==> src/rtl/ps2_pkg.sv <==
// Shared PS/2 definitions: FSM state encoding, keyboard command bytes and the us-to-cycles macro.
// Also used by the keyboard receiver that shares the PS/2 pads.
`define PS2_US_TO_CYCLES(us, hz) ((us) * ((hz) / 1000000))

package ps2_pkg;

    localparam logic [2:0] S_IDLE      = 3'd0;
    localparam logic [2:0] S_INHIBIT   = 3'd1;
    localparam logic [2:0] S_REQ       = 3'd2;
    localparam logic [2:0] S_SHIFT     = 3'd3;
    localparam logic [2:0] S_STOP      = 3'd4;
    localparam logic [2:0] S_ACK       = 3'd5;
    localparam logic [2:0] S_WAIT_IDLE = 3'd6;

    typedef enum logic [2:0] {
        ST_IDLE      = S_IDLE,
        ST_INHIBIT   = S_INHIBIT,
        ST_REQ       = S_REQ,
        ST_SHIFT     = S_SHIFT,
        ST_STOP      = S_STOP,
        ST_ACK       = S_ACK,
        ST_WAIT_IDLE = S_WAIT_IDLE
    } ps2_state_t;

    localparam logic [7:0] PS2_CMD_RESET  = 8'hFF;
    localparam logic [7:0] PS2_CMD_LEDS   = 8'hED;
    localparam logic [7:0] PS2_CMD_ENABLE = 8'hF4;

endpackage

==> src/rtl/ps2_line_filter.sv <==
// 2-FF synchronizer plus glitch filter for one PS/2 pad; o_fall pulses for one cycle
// in the same cycle the filtered level changes from 1 to 0.
module ps2_line_filter
    import ps2_pkg::*;
#(
    parameter int FILTER_LEN = 8
) (
    input  logic i_clk,
    input  logic i_rst_n,
    input  logic i_line,
    output logic o_level,
    output logic o_fall
);

    localparam int CW = (FILTER_LEN > 1) ? $clog2(FILTER_LEN) : 1;
    localparam logic [CW-1:0] CNT_MAX = CW'(FILTER_LEN - 1);

    logic          r_sync1;
    logic          r_sync2;
    logic          r_level;
    logic          r_fall;
    logic [CW-1:0] r_cnt;

    // r_cnt counts consecutive samples that disagree with the accepted level.
    always_ff @(posedge i_clk) begin
        if (!i_rst_n) begin
            r_sync1 <= 1'b1;
            r_sync2 <= 1'b1;
            r_level <= 1'b1;
            r_fall  <= 1'b0;
            r_cnt   <= '0;
        end else begin
            r_sync1 <= i_line;
            r_sync2 <= r_sync1;
            r_fall  <= 1'b0;
            if (r_sync2 == r_level) begin
                r_cnt <= '0;
            end else if (r_cnt == CNT_MAX) begin
                r_level <= r_sync2;
                r_fall  <= r_level;
                r_cnt   <= '0;
            end else begin
                r_cnt <= r_cnt + 1'b1;
            end
        end
    end

    assign o_level = r_level;
    assign o_fall  = r_fall;

endmodule

==> src/rtl/ps2_host_tx.sv <==
// PS/2 host-to-device transmitter: inhibit, request-to-send, 11-bit frame, ack check.
// Optional macro PS2_TX_RETRY_EN: retry NACK/timeout up to 2 times before reporting.
module ps2_host_tx
    import ps2_pkg::*;
#(
    parameter int CLK_HZ       = 100_000_000,
    parameter int INHIBIT_US   = 120,
    parameter int START_TMO_US = 15000,
    parameter int PKT_TMO_US   = 2000,
    parameter int FILTER_LEN   = 8
) (
    input  logic       i_clk,
    input  logic       i_rst_n,
    // Request handshake: a byte is taken on any cycle where i_tx_valid & o_tx_ready.
    input  logic [7:0] i_tx_data,
    input  logic       i_tx_valid,
    output logic       o_tx_ready,
    output logic       o_busy,
    output logic       o_done,
    output logic       o_err,
    input  logic       i_ps2_clk,
    input  logic       i_ps2_data,
    output logic       o_ps2_clk_oe,
    output logic       o_ps2_data_oe,
    output ps2_state_t o_state
);

    localparam int INH_CYC   = `PS2_US_TO_CYCLES(INHIBIT_US, CLK_HZ);
    localparam int START_CYC = `PS2_US_TO_CYCLES(START_TMO_US, CLK_HZ);
    localparam int PKT_CYC   = `PS2_US_TO_CYCLES(PKT_TMO_US, CLK_HZ);
    localparam int TMO_MAX   = (START_CYC > PKT_CYC) ? START_CYC : PKT_CYC;
    localparam int TW        = $clog2(TMO_MAX + 1);
    localparam int IW        = $clog2(INH_CYC + 1);
    localparam logic [TW-1:0] START_LIM = TW'(START_CYC);
    localparam logic [TW-1:0] PKT_LIM   = TW'(PKT_CYC);
    localparam logic [IW-1:0] INH_LAST  = IW'(INH_CYC - 1);
    localparam logic [IW-1:0] INH_PRE   = IW'(INH_CYC - 2);

    ps2_state_t    r_state, w_state_nxt;
    logic [7:0]    r_data, w_data_nxt;
    logic          r_parity, w_parity_nxt;
    logic [3:0]    r_bit_cnt, w_bit_cnt_nxt;
    logic [TW-1:0] r_tmo, w_tmo_nxt, w_tmo_inc;
    logic [IW-1:0] r_inh, w_inh_nxt;
    logic          r_clk_oe, w_clk_oe_nxt;
    logic          r_data_oe, w_data_oe_nxt;
    logic          r_done, w_done_nxt;
    logic          r_err, w_err_nxt;
    logic          r_nack, w_nack_nxt;
    logic          w_finish, w_finish_err;
    logic          w_clk_level, w_clk_fall, w_data_level, w_data_fall_unused;
`ifdef PS2_TX_RETRY_EN
    logic [1:0]    r_retry, w_retry_nxt;
`endif

    ps2_line_filter #(.FILTER_LEN(FILTER_LEN)) u_clk_filt (
        .i_clk   (i_clk),
        .i_rst_n (i_rst_n),
        .i_line  (i_ps2_clk),
        .o_level (w_clk_level),
        .o_fall  (w_clk_fall)
    );

    ps2_line_filter #(.FILTER_LEN(FILTER_LEN)) u_data_filt (
        .i_clk   (i_clk),
        .i_rst_n (i_rst_n),
        .i_line  (i_ps2_data),
        .o_level (w_data_level),
        .o_fall  (w_data_fall_unused)
    );

    // Saturating so a stuck device can never wrap the counter back below its limit.
    assign w_tmo_inc = (&r_tmo) ? r_tmo : r_tmo + 1'b1;

    always_comb begin
        w_state_nxt   = r_state;
        w_data_nxt    = r_data;
        w_parity_nxt  = r_parity;
        w_bit_cnt_nxt = r_bit_cnt;
        w_tmo_nxt     = r_tmo;
        w_inh_nxt     = r_inh;
        w_clk_oe_nxt  = r_clk_oe;
        w_data_oe_nxt = r_data_oe;
        w_nack_nxt    = r_nack;
        w_done_nxt    = 1'b0;
        w_err_nxt     = 1'b0;
        w_finish      = 1'b0;
        w_finish_err  = 1'b0;
`ifdef PS2_TX_RETRY_EN
        w_retry_nxt   = r_retry;
`endif
        case (r_state)
            ST_IDLE: begin
                w_clk_oe_nxt  = 1'b0;
                w_data_oe_nxt = 1'b0;
                if (i_tx_valid) begin
                    w_state_nxt   = ST_INHIBIT;
                    w_data_nxt    = i_tx_data;
                    w_parity_nxt  = ~^i_tx_data;
                    w_bit_cnt_nxt = 4'd0;
                    w_inh_nxt     = '0;
                    w_clk_oe_nxt  = 1'b1;
`ifdef PS2_TX_RETRY_EN
                    w_retry_nxt   = 2'd0;
`endif
                end
            end
            ST_INHIBIT: begin
                w_inh_nxt = r_inh + 1'b1;
                if (r_inh == INH_PRE) w_data_oe_nxt = 1'b1;
                if (r_inh == INH_LAST) begin
                    w_state_nxt   = ST_REQ;
                    w_clk_oe_nxt  = 1'b0;
                    w_data_oe_nxt = 1'b1;
                    w_tmo_nxt     = '0;
                end
            end
            ST_REQ: begin
                w_tmo_nxt = w_tmo_inc;
                if (w_clk_fall) begin
                    w_state_nxt   = ST_SHIFT;
                    w_tmo_nxt     = '0;
                    w_bit_cnt_nxt = 4'd1;
                    w_data_oe_nxt = ~r_data[0];
                end else if (r_tmo >= START_LIM) begin
                    w_finish     = 1'b1;
                    w_finish_err = 1'b1;
                end
            end
            ST_SHIFT: begin
                w_tmo_nxt = w_tmo_inc;
                if (w_clk_fall) begin
                    w_bit_cnt_nxt = r_bit_cnt + 4'd1;
                    if (r_bit_cnt == 4'd8) begin
                        w_data_oe_nxt = ~r_parity;
                        w_state_nxt   = ST_STOP;
                    end else begin
                        w_data_oe_nxt = ~r_data[r_bit_cnt[2:0]];
                    end
                end else if (r_tmo >= PKT_LIM) begin
                    w_finish     = 1'b1;
                    w_finish_err = 1'b1;
                end
            end
            ST_STOP: begin
                w_tmo_nxt = w_tmo_inc;
                if (w_clk_fall) begin
                    w_bit_cnt_nxt = r_bit_cnt + 4'd1;
                    w_data_oe_nxt = 1'b0;
                    w_state_nxt   = ST_ACK;
                end else if (r_tmo >= PKT_LIM) begin
                    w_finish     = 1'b1;
                    w_finish_err = 1'b1;
                end
            end
            ST_ACK: begin
                w_tmo_nxt = w_tmo_inc;
                if (w_clk_fall) begin
                    w_bit_cnt_nxt = r_bit_cnt + 4'd1;
                    w_nack_nxt    = w_data_level;
                    w_state_nxt   = ST_WAIT_IDLE;
                end else if (r_tmo >= PKT_LIM) begin
                    w_finish     = 1'b1;
                    w_finish_err = 1'b1;
                end
            end
            ST_WAIT_IDLE: begin
                if (w_clk_level && w_data_level) begin
                    w_finish     = 1'b1;
                    w_finish_err = r_nack;
                end
            end
            default: w_state_nxt = ST_IDLE;
        endcase

        if (w_finish) begin
            w_state_nxt   = ST_IDLE;
            w_clk_oe_nxt  = 1'b0;
            w_data_oe_nxt = 1'b0;
            w_done_nxt    = 1'b1;
            w_err_nxt     = w_finish_err;
`ifdef PS2_TX_RETRY_EN
            if (w_finish_err && (r_retry != 2'd2)) begin
                w_state_nxt   = ST_INHIBIT;
                w_clk_oe_nxt  = 1'b1;
                w_inh_nxt     = '0;
                w_bit_cnt_nxt = 4'd0;
                w_done_nxt    = 1'b0;
                w_err_nxt     = 1'b0;
                w_retry_nxt   = r_retry + 2'd1;
            end
`endif
        end
    end

    always_ff @(posedge i_clk) begin
        if (!i_rst_n) begin
            r_state   <= ST_IDLE;
            r_data    <= '0;
            r_parity  <= 1'b0;
            r_bit_cnt <= '0;
            r_tmo     <= '0;
            r_inh     <= '0;
            r_clk_oe  <= 1'b0;
            r_data_oe <= 1'b0;
            r_done    <= 1'b0;
            r_err     <= 1'b0;
            r_nack    <= 1'b0;
        end else begin
            r_state   <= w_state_nxt;
            r_data    <= w_data_nxt;
            r_parity  <= w_parity_nxt;
            r_bit_cnt <= w_bit_cnt_nxt;
            r_tmo     <= w_tmo_nxt;
            r_inh     <= w_inh_nxt;
            r_clk_oe  <= w_clk_oe_nxt;
            r_data_oe <= w_data_oe_nxt;
            r_done    <= w_done_nxt;
            r_err     <= w_err_nxt;
            r_nack    <= w_nack_nxt;
        end
    end

`ifdef PS2_TX_RETRY_EN
    always_ff @(posedge i_clk) begin
        if (!i_rst_n) r_retry <= 2'd0;
        else          r_retry <= w_retry_nxt;
    end
`endif

    assign o_tx_ready    = (r_state == ST_IDLE);
    assign o_busy        = (r_state != ST_IDLE);
    assign o_done        = r_done;
    assign o_err         = r_err;
    assign o_ps2_clk_oe  = r_clk_oe;
    assign o_ps2_data_oe = r_data_oe;
    assign o_state       = r_state;

endmodule

==> config.mk <==
export PLATFORM = sky130hd
export DESIGN_NAME = ps2_host_tx
export DESIGN_NICKNAME = d
export VERILOG_FILES = /design/src/rtl/ps2_pkg.sv /design/src/rtl/ps2_line_filter.sv /design/src/rtl/ps2_host_tx.sv
export SDC_FILE = /design/constraint.sdc
export NUM_CORES = 1
export LEC_CHECK = 0
export ABC_CLOCK_PERIOD_IN_PS = 3250
export CAP_MARGIN = 20
export CORE_AREA = 2 2 79 81
export CTS_CLUSTER_SIZE = 24
export DETAILED_ROUTE_END_ITERATION = 8
export DIE_AREA = 0 0 81 83
export PLACE_DENSITY = 0.83
export SYNTH_ARGS = -nofsm -noshare
export SYNTH_HDL_FRONTEND = slang
export SYNTH_SLANG_ARGS = --single-unit
==> constraint.sdc <==
create_clock -name i_clk -period 3.25 [get_ports i_clk]
set_input_delay 0.4875 -clock i_clk [delete_from_list [all_inputs] [get_ports i_clk]]
set_output_delay 0.4875 -clock i_clk [all_outputs]
set_load 0.01 [all_outputs]
==> flow_metrics.tcl <==
set metrics [dict create \
    drt_pass1_iterations 5 \
    ioPinCount 22 \
    post_synth.cell_area_avg_um2 8.14 \
    insertedDiodeCount 0 \
    synth_top_family_by_area "simple AND/OR/NAND/NOR gates" \
    gp_routability_congestion 0.830 \
    synthesis.instances 451 \
    tns_ps 0 \
    cts_made_buffers 9 \
    synthSimpleGateAreaFrac_pct 29.6 \
    starting_utilization_of_the_core_area_pct 63.1 \
    synthDominantCellAreaShare_pct 37.6 \
    ys_top_cells_by_area "dfxtp_1 (38%), nand2_1 (6.5%), a21oi_1 (4.6%), ha_1 (3.4%), nor2_1 (3.2%)" \
    timing.critical_path.from_type "flip-flop" \
    drtAntennaViolNets 0 \
    maxSlewHeadroom_pct 36.6 \
    design_area_um2 4080 \
    area.growth.synth_to_final_pct 11.1 \
    asyncSetResetFlopFracSynth_pct 0 \
    vias 3405 \
    synth_cell_types 61 \
    compound_gate_portion_of_the_synthesized_area_pct 19.0 \
    synth.ff_latch_count 69 \
    power-per-cell-area_nw_per_um2 575 \
    finalSetupViolations 0 \
    worst-endpoint-required_ps 2760 \
    post_synth_xor_area_fraction_pct 2.62 \
    report.final.slew_viol_count 0 \
    grt_overflow 0 \
    grt_pass1_wl_um 14000 \
    worstPathArrival_ps 2070 \
    via_count_of_the_first_global_routing_pass 3063 \
    rows 28 \
    yosys_warnings 0 \
    post_synth_mux_area_share_pct 3.41 \
    clk_transition_reported_paths_ps 80 \
    initial_antenna_violation_count 0 \
    worst_hold_slack_ps 415 \
    placed_cell_area_um2 3890 \
    finish.net_count 488 \
    path_max_fanout 22 \
    max_cap_viol_count 0 \
    viasPerCell 6.25 \
    crit_share_post_route_pct 78.6 \
    routed_wirelength_um 8200 \
    power.total_uw 2340 \
    sink_count_of_the_clock_tree 69 \
    max-clock-path-buffers 2 \
    drt_iter0_drc 263 \
    post_route_cells_drive_above_1_share_pct 7.66 \
    leakage_uw 0.00140 \
    postCtsSetupBuffers 0 \
    die_x_um 81 \
    worst_pin_slew_ps 951 \
    fmax_achieved_ghz 0.392 \
    maximum_number_of_pins_on_one_net_before_global_route_repair 28 \
    min-delay-path-class "flip-flop to flip-flop" \
    hpwl_um 5610 \
    synth_top_flop_cell "dfxtp_1" \
    fp.coreArea_um2 5820 \
    final_period_minus_worst_setup_slack_ps 2550 \
    maximum_vdd_ir_drop_mv 0.592 \
    cts_tree "yes" \
    synth.cells.most_frequent "dfxtp_1 (69), nand2_1 (64), a21oi_1 (34)" \
    result_of_the_run "completed" \
    critPathCaptureType "output port" \
    synthesis.area_um2 3670 \
    grt.total_usage_pct 25.9 \
    h-tree-depth 3 \
    drt-wirelength-per-cell_um 15.0 \
    cts_hold_buffers_added 0 \
    synth_net_count 474 \
    setup_repair_after_global_routing_missed_its_margin "false" \
    synth_adder_area_share_pct 3.41 \
    drcViolationCount 0 \
    cts-resized-gates 0 \
    io_buffer_count 21 \
    floorplan.die_area_um2 6720 \
    path_class "flip-flop to output port" \
    worst_skew_pair.late_latency_ps 350 \
    edff_count_synth 0 \
    synth_top_cell_by_area "dfxtp_1" \
    yosysSeqAreaShare_pct 37.6 \
    report.final.hold_viol_count 0 \
    synth_most_common_cell "dfxtp_1" \
    clock-root-buffer "clkbuf_8" \
    die_height_um 83 \
    fin_skew_ps 7.64 \
]
## flip-flops by register name, indices dropped and copies added, names as in the netlist, 3 cells and up
name               count
o_state                3
r_inh                 14
u_data_filt.r_cnt      3
r_tmo                 21
u_clk_filt.r_cnt       3
r_data                 8
r_bit_cnt              4
## metrics by stage
stage,instances,utilization (%),setup slack [ps]
after CTS,544,70.0,562
after global routing,545,70.1,564
after global placement,528,66.9,703
after detailed placement,528,66.9,554
final,545,70.1,696
after floorplan,451,-,1350
## report_power, final
| part | switching, µW | internal [µW] |
|---|---|---|
| Combinational | 417 | 287 |
| Sequential | 76.2 | 910 |
| Clock | 351 | 303 |
## final timing paths
| path | endpoint | cells after the start | slack (ps) | from |
|---|---|---|---|---|
| hold reg to reg | u_data_filt.r_sync2 | 1 | 410 | u_data_filt.r_sync1 |
| hold / removal | u_data_filt.r_sync2 | 1 | 410 | u_data_filt.r_sync1 |
| setup / recovery | o_tx_ready | 3 | 700 | o_state[1] |
| setup reg to reg | r_tmo[16] | 5 | 790 | o_state[1] |
## placed cells by master, fill, tap and decap left out, types with 4 or more instances in the layout
cell / netlist / layout
buf_4: 0 / 6
dfxtp_1: 69 / 69
nand2b_1: 10 / 10
or4_1: 14 / 14
nor2_1: 31 / 31
xnor2_1: 9 / 9
nand4_1: 9 / 9
mux2i_1: 8 / 8
o211ai_1: 14 / 14
ha_1: 10 / 10
nor3_1: 12 / 12
nand3_1: 20 / 20
or3_1: 8 / 8
a31oi_1: 10 / 10
nor4_1: 8 / 8
inv_1: 8 / 8
a21oi_1: 34 / 34
o2111ai_1: 4 / 4
o31ai_1: 4 / 4
and2_1: 6 / 6
o21ai_0: 22 / 22
nand2_1: 64 / 64
clkdlybuf4s50_1: 0 / 21
clkbuf_8: 0 / 10
## critical path: stages, from the launching register on
cell	delay, ps
dfxtp_1	520
or3_1	460
inv_1	160
clkdlybuf4s50_1	570
## cell families after synthesis
| group | Yosys count |
|---|---|
| buffers and inverters | 33 |
| AND/OR/NAND/NOR | 207 |
| adder cells (fa/ha/maj) | 10 |
| XOR/XNOR | 11 |
| multiplexers | 11 |
| flip-flops | 69 |
| AO/OA/AOI/OAI | 110 |
## final cells by class
| class | instances | area [µm²] |
|---|---|---|
| Timing Repair Buffer | 27 | 255 |
| Tap cell | 75 | 93.8 |
| Sequential cell | 69 | 1380 |
| Clock buffer | 10 | 138 |
| Clock inverter | 6 | 45.0 |
| Inverter | 9 | 33.8 |
| Fill cell | 483 | 1740 |
| Multi-Input combinational cell | 349 | 2130 |
## per-layer routing
layer,up-vias,GRT usage (%),wire length [µm]
li1,1691,-,-
met1,1598,36.0,3820
met2,102,39.4,3850
met3,14,5.00,376
met4,0,10.5,157
met5,-,0,0
No activity file was read; power rests on OpenSTA's default activity.
==> RTL change: new RTL, same flow settings <==
The parameter `INHIBIT_US` goes from 120 to 180.
--- a/src/rtl/ps2_host_tx.sv
+++ b/src/rtl/ps2_host_tx.sv
@@ -6,3 +6,3 @@
     parameter int CLK_HZ       = 100_000_000,
-    parameter int INHIBIT_US   = 120,
+    parameter int INHIBIT_US   = 180,
     parameter int START_TMO_US = 15000,
Behaviour: no difference found for any inputs over 10 cycles, from zero or initial values and one cycle with i_rst_n low; that may be too few to reach the edited logic, so the function may still have changed.
==> RTL change against the original RTL <==
Sequential cell count grew 1; non-clock buffer count shrank 1; sequential share of layout area grew 0.11 points; total power shrank 1.9%; sequential power shrank 3.4%; design area grew 1.1%; routed wire length grew 1.5%; synthesized area is essentially flat; worst setup slack gained 0.14 ns; die area is the same; critical path type unchanged; critical endpoint unchanged; largest power group unchanged.
==> RTL change: results (changes against the original RTL) <==
Signal buf overhead=6.19% (-0.070 points); fill cell count=472 (-2.3%); Worst Path Arrival=1.93 ns (-0.14 ns); Largest regs=r_tmo (21), r_inh (15), r_data (8); Mapped Avg Cell Area=8.48 µm² (+4.2%); slew of the pin with the lowest slew margin=0.893 ns (-0.0577 ns); total global-route track usage=25.9% (-0.039 points); Synth area leaders=dfxtp_1 (38%), nand2_1 (5.6%), a21oi_1 (4.6%); distinct cell type count after synthesis=62 (+1.6%); Post-DP Area=3910 µm² (+0.51%); Comb. pwr=629 µW (-11%); final std cells w/o fill=527 (-3.3%); Seq area share=34.0% (+0.11 points); Hold Startpoint=u_clk_filt.r_sync1; Vias/cell=6.43 (+3.0%); vias in the first global route=3,152 (+2.9%); Post-Syn Nets=456 (-3.8%); fraction of layout cells with a size suffix above 1=7.08% (-0.58 points); multi-input gates=330 (-5.4%); placed insts=510 (-3.4%); dpl hpwl=5.58 mm (-0.48%); Seq pwr share=41.4% (-0.7 points); hold path endpoint=u_clk_filt.r_sync2; register area share after synthesis=38.1% (+0.53 points); multi-input combinational area share=51.8% (-0.50 points); R2R Path Start=r_tmo[10]; Worst Skew=0.00730 ns (-0.000340 ns); clock-cell share of area=4.88% (+0.40 points); Post-synth top cells=dfxtp_1 (70), nand2_1 (55), a21oi_1 (34); CP Max Fanout=23 (+4.5%); status=completed; worst vdd ir=0.364 mV (-38%); routed wire length=8.32 mm (+1.5%); R2R Path End=r_tmo[3]; Final nets=470 (-3.7%); non-clock inverter count=10 (+1); clock buffers=13 (+3); largest net degree at the start of global routing=38 (+36%); leakage=0.00142 µW (+1.8%); CP startpoint=o_state[2]; Repair and plain buffers=26 (-3.7%); Psw=730 µW (-13%); GPL Wtd Cong=0.870 (+4.8%); reg2reg setup slack=0.86 ns (+0.07 ns)
==> RTL change: stage by stage <==
stage               util (%)  hold WS [ns]  worst slack, ns  power, µW
floorplan                  -         0.386             1.20       1410
global placement        67.2         0.389            0.942       1560
detailed placement      67.2         0.400            0.845       1580
CTS                     70.7         0.420            0.829       2290
global route            70.9         0.446            0.716       2400
finish                  70.9         0.416            0.837       2300
==> RTL change: critical path: stages (launching register included) <==
cell	delay, ns
dfxtp_1	0.31
buf_4	0.20
or3_1	0.43
inv_2	0.10
clkdlybuf4s50_1	0.54
==> RTL change: cells by family after synthesis <==
logic type	Yosys count	synth area share (%)
xor+xnor	12	2.86
fa+ha+maj	10	3.41
buf+inv	33	3.71
flops	70	38.1
simple gates	189	27.9
compound gates	106	19.6
mux	13	4.36
==> RTL change: per-layer routing <==
metal	vias to the layer above	GRT usage, %	part of all wire (%)
met3	23	4.78	5.8
met5	-	0	0
met4	0	10.6	2.5
met2	124	40.9	47
li1	1654	-	-
met1	1590	34.6	44
